[src/rtl/res_station_array_if.sv]
// rtl/res_station_array_if.sv - issue, CDB and dispatch bundle for the reservation station
interface res_station_array_if #(
    parameter int DATA_WIDTH = 16,
    parameter int TAG_WIDTH  = 3,
    parameter int OP_WIDTH   = 4,
    parameter int DEPTH      = 4
) ();
    localparam int OCC_W = $clog2(DEPTH + 1);

    logic                  alloc_valid;
    logic                  alloc_ready;
    logic [OP_WIDTH-1:0]   alloc_op;
    logic [TAG_WIDTH-1:0]  alloc_dest;
    logic [DATA_WIDTH-1:0] alloc_Vj;
    logic [TAG_WIDTH-1:0]  alloc_Qj;
    logic                  alloc_Vj_valid;
    logic [DATA_WIDTH-1:0] alloc_Vk;
    logic [TAG_WIDTH-1:0]  alloc_Qk;
    logic                  alloc_Vk_valid;
    logic                  cdb_valid;
    logic [TAG_WIDTH-1:0]  cdb_tag;
    logic [DATA_WIDTH-1:0] cdb_data;
    logic                  issue_valid;
    logic                  issue_ready;
    logic [OP_WIDTH-1:0]   issue_op;
    logic [DATA_WIDTH-1:0] issue_Vj;
    logic [DATA_WIDTH-1:0] issue_Vk;
    logic [TAG_WIDTH-1:0]  issue_dest;
    logic [OCC_W-1:0]      occupancy;

    modport master (
        output alloc_valid, alloc_op, alloc_dest, alloc_Vj, alloc_Qj, alloc_Vj_valid,
        output alloc_Vk, alloc_Qk, alloc_Vk_valid, cdb_valid, cdb_tag, cdb_data, issue_ready,
        input  alloc_ready, issue_valid, issue_op, issue_Vj, issue_Vk, issue_dest, occupancy
    );

    modport slave (
        input  alloc_valid, alloc_op, alloc_dest, alloc_Vj, alloc_Qj, alloc_Vj_valid,
        input  alloc_Vk, alloc_Qk, alloc_Vk_valid, cdb_valid, cdb_tag, cdb_data, issue_ready,
        output alloc_ready, issue_valid, issue_op, issue_Vj, issue_Vk, issue_dest, occupancy
    );
endinterface

[src/rtl/res_station_array.sv]
// rtl/res_station_array.sv - multi-entry Tomasulo reservation station with CDB wakeup
module res_station_array #(
    parameter int DATA_WIDTH = 16,
    parameter int TAG_WIDTH  = 3,
    parameter int OP_WIDTH   = 4,
    parameter int DEPTH      = 4
) (
    input  logic               clk,
    input  logic               flush,
    res_station_array_if.slave bus
);
    localparam int OCC_W = $clog2(DEPTH + 1);

    logic [DEPTH-1:0]                 r_busy;
    logic [DEPTH-1:0][OP_WIDTH-1:0]   r_op;
    logic [DEPTH-1:0][TAG_WIDTH-1:0]  r_dest;
    logic [DEPTH-1:0][DATA_WIDTH-1:0] r_vj;
    logic [DEPTH-1:0][TAG_WIDTH-1:0]  r_qj;
    logic [DEPTH-1:0]                 r_vj_valid;
    logic [DEPTH-1:0][DATA_WIDTH-1:0] r_vk;
    logic [DEPTH-1:0][TAG_WIDTH-1:0]  r_qk;
    logic [DEPTH-1:0]                 r_vk_valid;
    logic [OCC_W-1:0]                 r_occ;

    logic [DEPTH-1:0]      w_free;
    logic [DEPTH-1:0]      w_alloc_oh;
    logic [DEPTH-1:0]      w_ready;
    logic [DEPTH-1:0]      w_sel_oh;
    logic                  w_do_alloc;
    logic                  w_do_issue;
    logic                  w_byp_j;
    logic                  w_byp_k;
    logic [DATA_WIDTH-1:0] w_alloc_vj;
    logic [DATA_WIDTH-1:0] w_alloc_vk;
    logic [OP_WIDTH-1:0]   w_issue_op;
    logic [TAG_WIDTH-1:0]  w_issue_dest;
    logic [DATA_WIDTH-1:0] w_issue_vj;
    logic [DATA_WIDTH-1:0] w_issue_vk;

    // Lowest free slot and lowest ready slot as one-hot vectors (x & -x isolates the lowest set bit)
    always_comb begin
        w_free     = ~r_busy;
        w_alloc_oh = w_free & (~w_free + DEPTH'(1));
        w_ready    = r_busy & r_vj_valid & r_vk_valid;
        w_sel_oh   = w_ready & (~w_ready + DEPTH'(1));
        w_do_alloc = bus.alloc_valid && (|w_free);
        w_do_issue = (|w_ready) && bus.issue_ready;
        w_byp_j    = !bus.alloc_Vj_valid && bus.cdb_valid && (bus.cdb_tag == bus.alloc_Qj);
        w_byp_k    = !bus.alloc_Vk_valid && bus.cdb_valid && (bus.cdb_tag == bus.alloc_Qk);
        w_alloc_vj = w_byp_j ? bus.cdb_data : bus.alloc_Vj;
        w_alloc_vk = w_byp_k ? bus.cdb_data : bus.alloc_Vk;
    end

    // AND-OR mux of the selected entry; all zero when nothing is ready
    always_comb begin
        w_issue_op   = '0;
        w_issue_dest = '0;
        w_issue_vj   = '0;
        w_issue_vk   = '0;
        for (int i = 0; i < DEPTH; i++) begin
            if (w_sel_oh[i]) begin
                w_issue_op   = r_op[i];
                w_issue_dest = r_dest[i];
                w_issue_vj   = r_vj[i];
                w_issue_vk   = r_vk[i];
            end
        end
    end

    assign bus.alloc_ready = |w_free;
    assign bus.issue_valid = |w_ready;
    assign bus.issue_op    = w_issue_op;
    assign bus.issue_dest  = w_issue_dest;
    assign bus.issue_Vj    = w_issue_vj;
    assign bus.issue_Vk    = w_issue_vk;
    assign bus.occupancy   = r_occ;

    // Entry update: flush, then allocate into a free slot, else dispatch-clear and CDB wakeup
    always_ff @(posedge clk) begin
        if (flush) begin
            r_busy     <= '0;
            r_op       <= '0;
            r_dest     <= '0;
            r_vj       <= '0;
            r_qj       <= '0;
            r_vj_valid <= '0;
            r_vk       <= '0;
            r_qk       <= '0;
            r_vk_valid <= '0;
        end else begin
            for (int i = 0; i < DEPTH; i++) begin
                if (w_do_alloc && w_alloc_oh[i]) begin
                    r_busy[i]     <= 1'b1;
                    r_op[i]       <= bus.alloc_op;
                    r_dest[i]     <= bus.alloc_dest;
                    r_vj[i]       <= w_alloc_vj;
                    r_qj[i]       <= bus.alloc_Qj;
                    r_vj_valid[i] <= bus.alloc_Vj_valid || w_byp_j;
                    r_vk[i]       <= w_alloc_vk;
                    r_qk[i]       <= bus.alloc_Qk;
                    r_vk_valid[i] <= bus.alloc_Vk_valid || w_byp_k;
                end else begin
                    if (w_do_issue && w_sel_oh[i]) begin
                        r_busy[i] <= 1'b0;
                    end
                    if (r_busy[i] && !r_vj_valid[i] && bus.cdb_valid && (r_qj[i] == bus.cdb_tag)) begin
                        r_vj[i]       <= bus.cdb_data;
                        r_vj_valid[i] <= 1'b1;
                    end
                    if (r_busy[i] && !r_vk_valid[i] && bus.cdb_valid && (r_qk[i] == bus.cdb_tag)) begin
                        r_vk[i]       <= bus.cdb_data;
                        r_vk_valid[i] <= 1'b1;
                    end
                end
            end
        end
    end

    // Occupancy tracks net alloc/dispatch; simultaneous events cancel
    always_ff @(posedge clk) begin
        if (flush) begin
            r_occ <= '0;
        end else if (w_do_alloc && !w_do_issue) begin
            r_occ <= r_occ + OCC_W'(1);
        end else if (!w_do_alloc && w_do_issue) begin
            r_occ <= r_occ - OCC_W'(1);
        end
    end
endmodule

[src/flat_wrapper.sv]
// flat-port wrapper written by rule: the top's interface ports become plain ports
module res_station_array_flat 
#(
    parameter int DATA_WIDTH = 16,
    parameter int TAG_WIDTH  = 3,
    parameter int OP_WIDTH   = 4,
    parameter int DEPTH      = 4
)
  (clk, flush, bus_alloc_valid, bus_alloc_op, bus_alloc_dest, bus_alloc_Vj, bus_alloc_Qj, bus_alloc_Vj_valid, bus_alloc_Vk, bus_alloc_Qk, bus_alloc_Vk_valid, bus_cdb_valid, bus_cdb_tag, bus_cdb_data, bus_issue_ready, bus_alloc_ready, bus_issue_valid, bus_issue_op, bus_issue_Vj, bus_issue_Vk, bus_issue_dest, bus_occupancy);
  res_station_array_if #(.DATA_WIDTH(DATA_WIDTH), .TAG_WIDTH(TAG_WIDTH), .OP_WIDTH(OP_WIDTH), .DEPTH(DEPTH)) bus_i ();
  input  logic clk;
  input  logic flush;
  input wire logic [$bits(bus_i.alloc_valid)-1:0] bus_alloc_valid;
  input wire logic [$bits(bus_i.alloc_op)-1:0] bus_alloc_op;
  input wire logic [$bits(bus_i.alloc_dest)-1:0] bus_alloc_dest;
  input wire logic [$bits(bus_i.alloc_Vj)-1:0] bus_alloc_Vj;
  input wire logic [$bits(bus_i.alloc_Qj)-1:0] bus_alloc_Qj;
  input wire logic [$bits(bus_i.alloc_Vj_valid)-1:0] bus_alloc_Vj_valid;
  input wire logic [$bits(bus_i.alloc_Vk)-1:0] bus_alloc_Vk;
  input wire logic [$bits(bus_i.alloc_Qk)-1:0] bus_alloc_Qk;
  input wire logic [$bits(bus_i.alloc_Vk_valid)-1:0] bus_alloc_Vk_valid;
  input wire logic [$bits(bus_i.cdb_valid)-1:0] bus_cdb_valid;
  input wire logic [$bits(bus_i.cdb_tag)-1:0] bus_cdb_tag;
  input wire logic [$bits(bus_i.cdb_data)-1:0] bus_cdb_data;
  input wire logic [$bits(bus_i.issue_ready)-1:0] bus_issue_ready;
  output wire logic [$bits(bus_i.alloc_ready)-1:0] bus_alloc_ready;
  output wire logic [$bits(bus_i.issue_valid)-1:0] bus_issue_valid;
  output wire logic [$bits(bus_i.issue_op)-1:0] bus_issue_op;
  output wire logic [$bits(bus_i.issue_Vj)-1:0] bus_issue_Vj;
  output wire logic [$bits(bus_i.issue_Vk)-1:0] bus_issue_Vk;
  output wire logic [$bits(bus_i.issue_dest)-1:0] bus_issue_dest;
  output wire logic [$bits(bus_i.occupancy)-1:0] bus_occupancy;
  assign bus_i.alloc_valid = bus_alloc_valid;
  assign bus_i.alloc_op = bus_alloc_op;
  assign bus_i.alloc_dest = bus_alloc_dest;
  assign bus_i.alloc_Vj = bus_alloc_Vj;
  assign bus_i.alloc_Qj = bus_alloc_Qj;
  assign bus_i.alloc_Vj_valid = bus_alloc_Vj_valid;
  assign bus_i.alloc_Vk = bus_alloc_Vk;
  assign bus_i.alloc_Qk = bus_alloc_Qk;
  assign bus_i.alloc_Vk_valid = bus_alloc_Vk_valid;
  assign bus_i.cdb_valid = bus_cdb_valid;
  assign bus_i.cdb_tag = bus_cdb_tag;
  assign bus_i.cdb_data = bus_cdb_data;
  assign bus_i.issue_ready = bus_issue_ready;
  assign bus_alloc_ready = bus_i.alloc_ready;
  assign bus_issue_valid = bus_i.issue_valid;
  assign bus_issue_op = bus_i.issue_op;
  assign bus_issue_Vj = bus_i.issue_Vj;
  assign bus_issue_Vk = bus_i.issue_Vk;
  assign bus_issue_dest = bus_i.issue_dest;
  assign bus_occupancy = bus_i.occupancy;
  res_station_array #(.DATA_WIDTH(DATA_WIDTH), .TAG_WIDTH(TAG_WIDTH), .OP_WIDTH(OP_WIDTH), .DEPTH(DEPTH)) u_core (.clk(clk), .flush(flush), .bus(bus_i));
endmodule
[config.mk]
export PLATFORM = sky130hd
export DESIGN_NAME = res_station_array_flat
export DESIGN_NICKNAME = d
export VERILOG_FILES = /design/src/rtl/res_station_array_if.sv /design/src/rtl/res_station_array.sv /design/src/flat_wrapper.sv
export SDC_FILE = /design/constraint.sdc
export NUM_CORES = 1
export LEC_CHECK = 0
export ABC_CLOCK_PERIOD_IN_PS = 4590
export CORE_ASPECT_RATIO = 1.2
export CORE_MARGIN = 4
export CORE_UTILIZATION = 60
export DETAILED_ROUTE_END_ITERATION = 12
export PLACE_DENSITY = 0.84
export REMOVE_ABC_BUFFERS = 1
export SLEW_MARGIN = 20
export SYNTH_ARGS = -nofsm -noshare
export SYNTH_HDL_FRONTEND = slang
export SYNTH_SLANG_ARGS = --single-unit
[constraint.sdc]
create_clock -name clk -period 4.59 [get_ports clk]
set_clock_uncertainty 0.15 [all_clocks]
set_input_delay 1.377 -clock clk [delete_from_list [all_inputs] [get_ports clk]]
set_output_delay 1.377 -clock clk [all_outputs]
set_load 0.02 [all_outputs]
==> results of run 1 <==
==> critical path, stage by stage (launching register included) <==
cell and delay (ns):
dfxtp_1 0.40, and3_2 0.24, buf_4 0.32, nor4b_4 0.38, buf_4 0.30, nand2_1 0.12
o21ai_1 0.09, clkdlybuf4s50_1 0.62
==> layout by cell type (no fill, tap or decap), types with 17 or more instances in the layout <==
master	count
mux2i_1	33
o21ai_0	23
a41oi_1	32
dfxtp_1	195
clkbuf_16	17
a221oi_1	39
a31oi_1	96
nor2_1	43
clkdlybuf4s50_1	113
and2_1	32
buf_4	50
mux2_1	49
xnor2_1	18
nand2_1	334
nand3_1	231
a21oi_1	56
o21ai_1	18
nor3_1	24
==> how the worst max path moves through the flow <==
stage | start | to | slack (ns) | depth (start not counted)
floorplan | bus_cdb_tag[2] | u_core.r_vk[32] | 0.005 | 4
finish | u_core.r_busy[1] | bus_issue_Vj[13] | 0.14 | 7
global placement | u_core.r_busy[1] | bus_issue_Vk[1] | 0.56 | 5
CTS | u_core.r_busy[1] | bus_issue_Vk[1] | 0.009 | 5
global route | u_core.r_busy[1] | bus_issue_Vk[7] | -0.003 | 7
detailed placement | u_core.r_busy[1] | bus_issue_Vk[1] | 0.49 | 5
==> final cells by class <==
class | instances | area, um2
Inverter | 1 | 3.75
Sequential cell | 195 | 3900
Fill cell | 1460 | 5320
Clock buffer | 19 | 433
Timing Repair Buffer | 170 | 1630
Tap cell | 224 | 280
Multi-Input combinational cell | 1107 | 6450
Clock inverter | 13 | 88.8
==> power groups by stage <==
stage	logic [mW]	clock network (mW)	registers, mW
2_1_floorplan	0.207	0	1.82
3_3_place_gp	0.446	0	1.82
3_5_place_dp	0.455	0	1.83
4_1_cts	0.459	1.37	1.79
5_1_grt	0.500	1.43	1.79
6_report	0.469	1.37	1.79
==> registers in the layout, summed over array words and instances, names as in the netlist, 12 cells and up <==
| signal | count |
|---|---|
| u_core.r_vk | 64 |
| u_core.r_op | 16 |
| u_core.r_qk | 12 |
| u_core.r_dest | 12 |
| u_core.r_vj | 64 |
| u_core.r_qj | 12 |
==> timing repair <==
action,CTS,global route
gates resized for setup,0,1
cloned,0,0
setup buffers,0,0
hold endpoints to repair,0,0
endpoints found under the setup margin,1,1
pin swaps,1,0
==> kinds of logic after synthesis <==
kind of cell | Yosys count
and+or+nand+nor | 710
adders and majority gates | 2
xor gates and xnor gates | 32
DFF | 195
AOI/OAI and AO/OA | 266
buffers and inverters | 162
muxes | 97
==> metal layers <==
metal	share of wire, %	up-vias	wire length [um]
met3	12	196	4550
li1	-	5254	-
met4	6.1	0	2330
met5	0	-	0
met2	45	917	17200
met1	36	5615	13800
==> impl_metrics.toml, run 1 <==
[global_route]
grt_pass1_vias = 11600
grt_max_degree = 116
grt.busiest_layer = "met2"
grt.total_usage_pct = 35.9
antenna_found_initial = 0
gr-total-overflow = 0
use_met1_pct = 43.6
grt_pass1_wl_um = 60200
met2_usage_pct = 58.1
use_met3_pct = 7.85

[hold_path]
hold_start = "u_core.r_dest[11]"
hold_path_class = "reg -> reg"
holdPathStages = 2
holdPathEnd = "u_core.r_dest[11]"

[timing]
setup_ws_ns = 0.137
hold_slack_ns = 0.307
fmax_mhz = 225
worst_pin_slew_ns = 0.976
period_minus_slack_ns = 4.45
hold_violations = 0
maxSlewHeadroom_pct = 35.0
fin_crit_sh_pct = 97.0
setup-tns-final_ns = 0
maxSlewViolCount = 0
report.final.setup_viol = 0

[critical_path]
worst-endpoint-arrival_ns = 2.93
critical_path_class = "reg -> out"
critPathCaptureType = "output port"
regToRegEndpoint = "u_core.bus.occupancy[2]"
cp.required_ns = 3.06
cp_max_fo = 41
reg2reg_from = "u_core.r_busy[0]"
reg2reg_depth = 10
critPathLaunchType = "flop"
r2r_slack_ns = 1.67

[drt]
wl_per_cell_um = 21.9
first_pass_iters = 8
wirelength_um = 38000
drt_iter0_drc = 2006
detail-route-antenna-nets = 0
viasPerCell = 6.93
route.detailed.drc = 0
num_vias = 12000

[floorplan]
die_h_um = 157
io-pin-count = 115
start_util_pct = 61.0
die_w_um = 132
coreArea_um2 = 18100
dieArea_um2 = 20700
rows = 54

[power]
power_leakage_nw = 3.96
switching_share_pct = 27.6
seqPwrFrac_pct = 49.3
p_sw_mw = 1.00
finalPower_mw = 3.63
intPower_mw = 2.63
irDropWorstVdd_mv = 0.242
p_clk_share_pct = 37.7
powerDensity_nw_per_um2 = 284
p_comb_share_pct = 12.9

[synthesis]
synth-simple-area-share_pct = 29.6
synth.avg_cell_area_um2 = 7.55
synthCells = 1464
synth_mux_area_share_pct = 9.51
synth_top_area_share_pct = 35.3
yosys.cell_count.top_type = "nand2_1"
yosys_register_bits = 195
synth_compound_area_share_pct = 15.6
yosys_most_used_dff = "dfxtp_1"
yosysTopAreaCell = "dfxtp_1"
yosysUniqueCellTypes = 43
synth_async_sr_flop_share_pct = 0
synthTopCellsByArea = "dfxtp_1 35%, nand2_1 11%, nand3_1 11%, a31oi_1 5.4%, mux2_1 5.0%"
ys_top_cells_by_count = "334 x nand2_1, 232 x nand3_1, 195 x dfxtp_1"
yosysSeqAreaShare_pct = 35.3
synth_edf_count = 0
ys_warn_count = 0
synthAdderAreaFrac_pct = 0.294
syn-cell-area_um2 = 11000
synth-xor-area-share_pct = 2.94
synth_top_family_by_area = "simple AND/OR/NAND/NOR gates"

[clock_tree]
cts_buffers = 17
cts_tree = "yes"
cts-htree-levels = 4
worstSkewPairLatency_ns = 0.45
clk_pin_slew_ns = 0.07
cts_hold_buf = 0
cts.sinks = 195
cts.path.max_buffers = 2
cts-root-buf = "clkbuf_16"

[placement]
dpl_cell_area_um2 = 12200
io_buffers = 114
hpwl_um = 23400
dpl_worst_slack_ns = 0.485
gp_congestion = 0.905
place_inst = 1696

[flow_run]
drv_cap = 0

[final_layout]
stdcell_count = 1729
nets = 1565
diodes = 0
fin_area_um2 = 12800
post-route-util_pct = 70.6
area_delta_synth_final_pct = 15.7
drive_gt1_share_pct = 8.11

[outcome]
status = "finished, final reports clean"
Power figures use the tool's default switching activity.
==> run 2: changes to the inputs <==
- ABC_CLOCK_PERIOD_IN_PS: 4590 -> unset
==> results of run 2 <==
Final layout, timing and power as in run 1 (identical DEF).
